### src/rtl/led_ctrl_pkg.sv
// rtl/led_ctrl_pkg.sv - shared mode encoding for the LED mode controller
//
// Purpose: display mode codes used by led_ctrl and visible on its mode output.
// Ports:   none (package).
package led_ctrl_pkg;

  localparam int MODE_W = 3;

  // Codes 5..7 are never produced; the FSM maps them back to MODE_OFF.
  typedef enum logic [MODE_W-1:0] {
    MODE_OFF    = 3'd0,
    MODE_ON     = 3'd1,
    MODE_SLOW   = 3'd2,
    MODE_FAST   = 3'd3,
    MODE_BREATH = 3'd4
  } mode_e;

endpackage

### src/rtl/led_ctrl_key_debounce.sv
// rtl/led_ctrl_key_debounce.sv - key synchronizer, debounce filter and press pulse
//
// Purpose: brings the raw active-low key into the clock domain, accepts a level
//          change only after DEBOUNCE_CYC consecutive cycles of disagreement
//          with the accepted level, and pulses key_press on an accepted press.
// Ports:   clk       system clock
//          rst_n     asynchronous active-low reset
//          key       raw push-button, active-low, asynchronous
//          key_press one-cycle pulse when the accepted level goes 1->0
module key_debounce #(
  parameter int DEBOUNCE_CYC = 1_000_000
) (
  input  logic clk,
  input  logic rst_n,
  input  logic key,
  output logic key_press
);

  localparam int CW = (DEBOUNCE_CYC > 1) ? $clog2(DEBOUNCE_CYC) : 1;
  localparam logic [CW-1:0] CNT_LAST = CW'(DEBOUNCE_CYC - 1);
  localparam logic [CW-1:0] CNT_ONE  = CW'(1);

  logic [1:0]    key_sync;
  logic          key_stable;
  logic [CW-1:0] cnt;

  // Synchronizer and stable level reset to the idle (released) level, so a key
  // held low across reset is seen as a fresh press once debounced.
  always_ff @(posedge clk or negedge rst_n) begin
    if (!rst_n) begin
      key_sync   <= 2'b11;
      key_stable <= 1'b1;
      cnt        <= '0;
      key_press  <= 1'b0;
    end else begin
      key_sync  <= {key_sync[0], key};
      key_press <= 1'b0;
      if (key_sync[1] == key_stable) begin
        cnt <= '0;
      end else if (cnt == CNT_LAST) begin
        key_stable <= key_sync[1];
        cnt        <= '0;
        // Disagreement implies key_sync[1] is the opposite level, so a stable
        // level of 1 here means this is the 1->0 (press) transition.
        key_press  <= key_stable;
      end else begin
        cnt <= cnt + CNT_ONE;
      end
    end
  end

endmodule

### src/rtl/led_ctrl.sv
// rtl/led_ctrl.sv - key-driven LED mode controller top
//
// Purpose: each debounced key press steps the mode OFF -> ON -> SLOW -> FAST
//          (-> BREATH) -> OFF and drives the LED with the matching waveform.
//          Optional feature macro: LED_CTRL_BREATH_EN adds the BREATH mode with
//          its PWM counter and triangular duty ramp; without it FAST -> OFF.
// Ports:   sys_clk    system clock
//          sys_rst_n  asynchronous active-low reset
//          key        raw push-button, active-low, asynchronous
//          led        LED drive, active-high, registered
//          mode       current mode code, registered
//          key_press  one-cycle pulse per accepted press
module led_ctrl
  import led_ctrl_pkg::*;
#(
  parameter int DEBOUNCE_CYC = 1_000_000,
  parameter int SLOW_HALF    = 25_000_000,
  parameter int FAST_HALF    = 5_000_000,
  parameter int PWM_BITS     = 8
) (
  input  logic              sys_clk,
  input  logic              sys_rst_n,
  input  logic              key,
  output logic              led,
  output logic [MODE_W-1:0] mode,
  output logic              key_press
);

  if (DEBOUNCE_CYC < 1 || SLOW_HALF < 1 || FAST_HALF < 1 || PWM_BITS < 1) begin : g_param_check
    $error("led_ctrl: all parameters must be at least 1");
  end

  localparam int HALF_MAX = (SLOW_HALF > FAST_HALF) ? SLOW_HALF : FAST_HALF;
  localparam int BW       = (HALF_MAX > 1) ? $clog2(HALF_MAX) : 1;
  localparam logic [BW-1:0] SLOW_LAST = BW'(SLOW_HALF - 1);
  localparam logic [BW-1:0] FAST_LAST = BW'(FAST_HALF - 1);
  localparam logic [BW-1:0] BLINK_ONE = BW'(1);

  mode_e         mode_q, mode_nxt;
  logic [BW-1:0] blink_cnt_q, blink_cnt_nxt, blink_last;
  logic          phase_q, phase_nxt;
  logic          led_q, led_nxt;
  logic          restart;

  key_debounce #(
    .DEBOUNCE_CYC(DEBOUNCE_CYC)
  ) u_key_debounce (
    .clk      (sys_clk),
    .rst_n    (sys_rst_n),
    .key      (key),
    .key_press(key_press)
  );

  always_ff @(posedge sys_clk or negedge sys_rst_n) begin
    if (!sys_rst_n) begin
      mode_q      <= MODE_OFF;
      blink_cnt_q <= '0;
      phase_q     <= 1'b1;
      led_q       <= 1'b0;
    end else begin
      mode_q      <= mode_nxt;
      blink_cnt_q <= blink_cnt_nxt;
      phase_q     <= phase_nxt;
      led_q       <= led_nxt;
    end
  end

  always_comb begin
    mode_nxt = mode_q;
    case (mode_q)
      MODE_OFF:    if (key_press) mode_nxt = MODE_ON;
      MODE_ON:     if (key_press) mode_nxt = MODE_SLOW;
      MODE_SLOW:   if (key_press) mode_nxt = MODE_FAST;
`ifdef LED_CTRL_BREATH_EN
      MODE_FAST:   if (key_press) mode_nxt = MODE_BREATH;
      MODE_BREATH: if (key_press) mode_nxt = MODE_OFF;
`else
      MODE_FAST:   if (key_press) mode_nxt = MODE_OFF;
`endif
      default:     mode_nxt = MODE_OFF;
    endcase
  end

  // Every press moves to a different mode, so any mode change is an entry and
  // restarts the waveform generators (this also covers a press on a wrap cycle).
  assign restart = (mode_nxt != mode_q);

  always_comb begin
    blink_last    = (mode_q == MODE_SLOW) ? SLOW_LAST : FAST_LAST;
    blink_cnt_nxt = '0;
    phase_nxt     = 1'b1;
    if (!restart && (mode_q == MODE_SLOW || mode_q == MODE_FAST)) begin
      if (blink_cnt_q == blink_last) begin
        blink_cnt_nxt = '0;
        phase_nxt     = ~phase_q;
      end else begin
        blink_cnt_nxt = blink_cnt_q + BLINK_ONE;
        phase_nxt     = phase_q;
      end
    end
  end

`ifdef LED_CTRL_BREATH_EN
  localparam logic [PWM_BITS-1:0] PWM_TOP = '1;
  localparam logic [PWM_BITS-1:0] PWM_ONE = PWM_BITS'(1);

  logic [PWM_BITS-1:0] pwm_q, pwm_nxt, duty_q, duty_nxt;
  logic                dir_up_q, dir_up_nxt;

  always_ff @(posedge sys_clk or negedge sys_rst_n) begin
    if (!sys_rst_n) begin
      pwm_q    <= '0;
      duty_q   <= '0;
      dir_up_q <= 1'b1;
    end else begin
      pwm_q    <= pwm_nxt;
      duty_q   <= duty_nxt;
      dir_up_q <= dir_up_nxt;
    end
  end

  // Duty moves one step per full PWM period; direction flips as the step
  // reaches the top or bottom value, so each end value lasts one period.
  always_comb begin
    pwm_nxt    = '0;
    duty_nxt   = '0;
    dir_up_nxt = 1'b1;
    if (!restart && mode_q == MODE_BREATH) begin
      pwm_nxt    = pwm_q + PWM_ONE;
      duty_nxt   = duty_q;
      dir_up_nxt = dir_up_q;
      if (pwm_q == PWM_TOP) begin
        if (dir_up_q) begin
          duty_nxt = duty_q + PWM_ONE;
          if (duty_q == PWM_TOP - PWM_ONE) dir_up_nxt = 1'b0;
        end else begin
          duty_nxt = duty_q - PWM_ONE;
          if (duty_q == PWM_ONE) dir_up_nxt = 1'b1;
        end
      end
    end
  end
`endif

  // LED is registered from next-state values so it changes together with mode.
  always_comb begin
    led_nxt = 1'b0;
    case (mode_nxt)
      MODE_ON:              led_nxt = 1'b1;
      MODE_SLOW, MODE_FAST: led_nxt = phase_nxt;
`ifdef LED_CTRL_BREATH_EN
      MODE_BREATH:          led_nxt = (pwm_nxt < duty_nxt);
`endif
      default:              led_nxt = 1'b0;
    endcase
  end

  assign led  = led_q;
  assign mode = mode_q;

endmodule

### config.mk
export PLATFORM = sky130hd
export DESIGN_NAME = led_ctrl
export DESIGN_NICKNAME = d
export VERILOG_FILES = /design/src/rtl/led_ctrl_pkg.sv /design/src/rtl/led_ctrl_key_debounce.sv /design/src/rtl/led_ctrl.sv
export SDC_FILE = /design/constraint.sdc
export NUM_CORES = 1
export LEC_CHECK = 0
export ABC_CLOCK_PERIOD_IN_PS = 2800
export CAP_MARGIN = 20
export CORE_MARGIN = 5
export CORE_UTILIZATION = 61
export DETAILED_ROUTE_END_ITERATION = 10
export PLACE_DENSITY = 0.79
export REMOVE_ABC_BUFFERS = 1
export SKIP_LAST_GASP = 1
export SLEW_MARGIN = 20
export SYNTH_ARGS = -nofsm -noshare
export SYNTH_HDL_FRONTEND = slang
export SYNTH_SLANG_ARGS = --single-unit
### constraint.sdc
create_clock -name sys_clk -period 2.8 [get_ports sys_clk]
set_clock_uncertainty 0.15 [all_clocks]
set_input_delay 0.56 -clock sys_clk [delete_from_list [all_inputs] [get_ports sys_clk]]
set_output_delay 0.56 -clock sys_clk [all_outputs]
set_load 0.03 [all_outputs]
Yosys cells after proc, flatten, opt, wreduce, memory -nomap -nowiden
Index checks and enable logic that the tools add are counted.
{"block": "totals", "ff_bits": 54, "inputBits": 3, "output_inout_bits": 5}
{"block": "classes", "addsub": 2, "eq_ne": 10, "muxes": 15, "bitwise_logic": 2, "n_reduce_logical": 6}
{"op": "25-bit two-way mux", "count": 3}
{"op": "20-bit two-way mux", "count": 2}
{"op": "25-bit by 1-bit adder with 25-bit output, second input constant", "count": 1}
{"op": "25-bit == test", "count": 1}
{"op": "20-bit by 1-bit adder with 20-bit output, second input constant", "count": 1}
{"op": "20-bit == test, second input constant", "count": 1}
{"op": "3-bit by 2-bit == test with 1-bit output, second input constant", "count": 4}
{"op": "3-bit two-way mux", "count": 4}
{"op": "3-bit one-hot mux with 4 select lines", "count": 1}
{"op": "3-bit by 1-bit == test with 1-bit output, second input constant", "count": 2}
{"op": "1-bit two-way mux", "count": 4}
{"op": "3-bit logical NOT", "count": 1}
{"op": "3-bit != test", "count": 1}
{"op": "1-bit inverter", "count": 2}
{"op": "1-bit one-hot mux with 2 select lines", "count": 1}
{"op": "2-bit AND reduction", "count": 1}
{"op": "2-bit OR reduction", "count": 1}
{"op": "1-bit == test", "count": 1}
{"op": "1-bit logical AND", "count": 1}
{"op": "1-bit logical NOT", "count": 1}
{"op": "1-bit logical OR", "count": 1}

Depth between registers and ports, before layout
{"block": "depth", "depth_word": 7, "depth_mapped": 7, "mapped_depth_nobuf": 5}

Hierarchy
Synthesis repeated with hierarchy kept, for this count alone.
{"block": "hier_totals", "cells_unflattened": 283, "hier_area_um2": 2846.5}
{"module": "led_ctrl", "instances": 1, "cells_each": 173, "area_each_um2": 1705.4}
{"module": "key_debounce", "instances": 1, "cells_each": 110, "area_each_um2": 1141.1}

Worst setup path after synthesis
OpenSTA, ideal clock, no wires.
{"block": "synth_path", "path_type": "register to register", "start": "register mode_q[2] (netlist: mode[2])", "end": "register blink_cnt_q[2]", "arrival_ps": 1912, "required_ps": 2513, "path_slack_ps": 601, "stages_incl_launch_ff": 6, "n_path_buf": 1, "synth_period_minus_slack_ps": 2199, "cell_sequence": "dfrtp_1 > nand2b_1 > or4_1 > a211oi_2 > buf_2 > nor3_1"}
{"block": "synth_via", "elab_chain_len": 6, "word_cells_on_any_way": 17, "cone_classes": "eq/ne: 5; mux: 8; reduce/logical: 4"}
{"item": "start: declaration", "line": "led_ctrl.sv:39", "source": "mode_e mode_q, mode_nxt;"}
{"item": "start signal: assignment", "line": "led_ctrl.sv:61", "source": "mode_q <= mode_nxt;"}
{"item": "3-bit by 2-bit == test with 1-bit output (tied with other cells)", "line": "led_ctrl.sv:70, led_ctrl.sv:92"}
{"item": "3-bit one-hot mux with 4 select lines", "line": "led_ctrl.sv:70", "source": "case (mode_q)"}
{"item": "3-bit != test", "line": "led_ctrl.sv:86", "source": "assign restart = (mode_nxt != mode_q);"}
{"item": "1-bit logical NOT", "line": "led_ctrl.sv:92", "source": "if (!restart && (mode_q == MODE_SLOW || mode_q == MODE_FAST)) begin"}
{"item": "1-bit logical AND", "line": "led_ctrl.sv:92"}
{"item": "25-bit two-way mux *", "line": "led_ctrl.sv:92"}
{"item": "via blink_cnt_nxt[2]", "line": "led_ctrl.sv:40", "source": "logic [BW-1:0] blink_cnt_q, blink_cnt_nxt, blink_last;"}
{"item": "end signal: assignment", "line": "led_ctrl.sv:62", "source": "blink_cnt_q <= blink_cnt_nxt;"}
{"item": "end: declaration", "line": "led_ctrl.sv:40"}
Mark *: on every way through the listed nets, which the timed path passes. The rest lies on a longest branch.
A chain may end at the register's enable or synchronous reset.

Final worst setup path
{"block": "layout_path", "start": "register blink_cnt_q[0]", "end": "register blink_cnt_q[22]"}
{"block": "layout_via", "elab_chain_len": 3, "word_cells_on_any_way": 4, "cone_classes": "add/sub: 1; eq/ne: 1; mux: 2"}
{"item": "25-bit by 1-bit adder with 25-bit output / 25-bit == test (equally long branches)", "line": "led_ctrl.sv:97, led_ctrl.sv:93"}
{"item": "25-bit two-way mux *", "line": "led_ctrl.sv:93", "source": "if (blink_cnt_q == blink_last) begin"}
{"item": "25-bit two-way mux *", "line": "led_ctrl.sv:92"}
{"item": "via blink_cnt_nxt[22]", "line": "led_ctrl.sv:40"}
Marked as above.

==> summary.md <==
| Metric | Value |
|---|---|
| CTS Buffer Depth | `2` |
| Hold Vio Cnt, Final | `0` |
| Worst EP arrival | `2340 ps` |
| # rows | `24` |
| Ys async rst share | `100.0%` |
| Worst EP required | `2880 ps` |
| ANT nets after route | `0` |
| Finished Layout Cells | `347` |
| Nets | `299` |
| Count of final setup violators | `0` |
| Least-Margin Pin Slew | `613.7 ps` |
| Pins Over Slew Limit | `0` |
| Core Box Area | `4384 sq um` |
| Final setup margin | `~540 ps` |
| H-tree depth | `2` |
| Register area share after synthesis | `between 40 and 50%` |
| Prevailing post-synth register cell | `dfrtp_1` |
| Reg clk slew, reported paths | `100 ps` |
| Clk sinks | `54` |
| Worst-Skew Late Latency | `320 ps` |
| Pleak | `0.001102 uW` |
| First-pass GRT wire length | `9252 um` |
| Max Clock Freq | `442.3 MHz` |
| Avg Cell Area, Syn | `approximately 9.7 sq um` |
| TNS Setup | `0 ps` |
| N_diodes | `0` |
| Synth Cell Area | `between 2000 and 3000 sq um` |
| Max cap viols | `0` |
| CP Class | `flop to flop` |
| Area leader, netlist | `dfrtp_1` |
| Hold Path Class | `input port to asynchronous set/reset pin` |
| Detailed Route WL | `just over 5000 um` |
| Fin crit share | `80.76%` |
| Design area | `2999 sq um` |
| CP Capture Type | `flop` |
| Max FO, Critical Path | `9` |
| R2r setup slk | `540 ps` |
| Boundary pin count | `8` |
| Launching point of the worst reg2reg path | `blink_cnt_q[0]$_DFF_PN0_` |
| Pre-CTS WS | `about 600 ps` |
| Power per cell area | `between 400 and 500 nW/um^2` |
| Vias/cell | `6.265` |
| Status | `finished, final reports clean` |
| RD Place Congestion | `about 0.85` |
| Hpwl dp | `3633 um` |
| Critical path startpoint | `blink_cnt_q[0]$_DFF_PN0_` |
| Synth Register Bits | `54` |
| Total Routing Usage GR | `18.83%` |
| First drt pass iteration count | `4` |
| Area of the multi-input gates | `1341 sq um` |
| # hold bufs at CTS | `0` |
| Pin count of the biggest net entering global routing | `29` |
| Rel. slew slack | `around three fifths` |
| Num CTS Buffers | `5` |
| Top-area cell type share of the netlist area | `between 40% and 50%` |
| DR iter-0 viols | `176` |
| Sequential Area | `1356 sq um` |
| Ratio of cells with drive above 1 in the final layout | `under 10%` |
| Initial Util | `63.13%` |
| Die width | `about 77 um` |
| Placed inst area | `2904 sq um` |
| DR vias | `2,174` |
| Total grt overflow | `0` |
| DRC viols | `0` |
| # placed instances | `339` |
| Die area | `5985 sq um` |
| Clk root buf | `clkbuf_8` |
| CTS tree | `yes` |
| Resized cells post-CTS | `0` |
| R2r worst-path depth | `5` |
| Buffers added on ports | `7` |
| Worst Setup Start Kind | `flop` |
| Worst reg2reg endpoint | `blink_cnt_q[22]$_DFF_PN0_` |
| VDD IR max | `0.0002380 V` |
| Fill cell count | `347` |
| Chip height | `77.36 um` |
| Top post-synthesis cells by area | `dfrtp_1 (45%), xnor2_1 (5.1%), or3_1 (3.8%)` |
| Cells after synthesis | `around 290` |
| Antenna violations before repair | `0` |
| Post-CTS Setup Inserts | `0` |
| Post-synth EDFFs | `0` |
| Syn. warnings | `0` |
| RSZ-0062 raised after global routing | `no` |
| Area Growth Syn to Fin | `8.364%` |
| DR WL/cell | `around 15 um` |
| Post-layout min period | `2261 ps` |
| Yosys cell types | `39` |
| Number of global-route vias before repair | `2,017` |
[cells in the mapped netlist (2+ instances only)]
cell	count
a211oi_1	14
nor4_1	4
dfstp_2	4
mux2_2	2
o31ai_1	3
nor3b_1	2
and4_1	3
a211oi_2	2
nand4b_1	2
or3_1	17
xnor2_1	16
nor2_1	23
and3_1	4
nand4_2	2
inv_1	9
nor3_1	18
nand2_1	19
ha_1	2
nand4_1	7
buf_2	3
clkbuf_1	7
nand3_1	21
dfrtp_1	50
a21oi_1	7
o21ai_0	17
xor2_1	9
or4_1	7
[kinds of logic (layout without fill, tap and decap cells)]
logic type      after synthesis  in the layout  synth area share (%)
compound gates               45             45                 10.53
buf+inv                      19             28                 2.712
xor+xnor                     25             25                 7.911
mux                           3              3                 1.175
flops                        54             54                 49.01
simple gates                137            137                 27.62
other cells                   1              1                0.1355
fa+ha+maj                     2              2                0.9040
[cells in the final DEF, fill, tap and decap left out, types with 2 or more instances in the layout]
cell type / instances
buf_4: 3
clkbuf_8: 6
o21ai_0: 17
nor3b_1: 2
a211oi_1: 14
nand4_1: 7
nand3_1: 21
dfrtp_1: 50
and4_1: 3
or4_1: 7
and3_1: 4
nand2_1: 19
a21oi_1: 7
nor4_1: 4
nor3_1: 18
a211oi_2: 2
nand4b_1: 2
or3_1: 17
xor2_1: 9
clkdlybuf4s50_1: 6
ha_1: 2
o31ai_1: 2
mux2_2: 2
inv_1: 9
dfstp_2: 4
nand4_2: 2
xnor2_1: 16
nor2_1: 23
[metal layers]
layer  vias to the layer above  GRT usage, %  part of all wire, %
li1                       1062             -                    -
met2                        38         28.54                   46
met5                         -             0                    0
met4                         0         7.216                  1.7
met1                      1067         26.77                   49
met3                         7         3.819                  3.5
[how the worst max path moves through the flow]
stage,endpoint,slack [ps]
floorplan,blink_cnt_q[1]$_DFF_PN0_,200
global placement,blink_cnt_q[22]$_DFF_PN0_,680
detailed placement,blink_cnt_q[22]$_DFF_PN0_,600
CTS,blink_cnt_q[22]$_DFF_PN0_,520
global route,blink_cnt_q[22]$_DFF_PN0_,330
finish,blink_cnt_q[22]$_DFF_PN0_,540
[registers in the layout, indices dropped and copies added (netlist names)]
name                       count
u_key_debounce.key_press       1
u_key_debounce.cnt            20
u_key_debounce.key_sync        2
mode                           3
phase_q                        1
u_key_debounce.key_stable      1
blink_cnt_q                   25
led                            1
[stage by stage]
stage	util [%]	total power, uW	hold WS [ps]
floorplan	-	818.0	114.4
global placement	66.24	844.5	198.1
detailed placement	66.24	845.2	197.2
CTS	68.41	1293	116.5
global route	68.41	1341	146.0
finish	68.41	1281	89.99
[critical path, stage by stage, from the launching register on]
cell and delay (ps):
dfrtp_1 410, ha_1 220, and4_1 310, nand4b_1 320, or4_1 510, a211oi_1 250
[where the power goes]
group	total, uW	internal [uW]	switching [uW]
Sequential	792	786	6.29
Combinational	36.1	11.0	25.0
Clock	452	199	253
[final cells by class]
cell class	instances	share of cell area (%)
flip-flops and latches	54	45.22
multi-input cells	213	44.72
repair buffers	11	3.588
clock buffers	6	2.753
well taps	52	2.169
inverters	9	1.126
clock inverters	2	0.4172
Note: power is estimated with default switching activity, not from simulation.
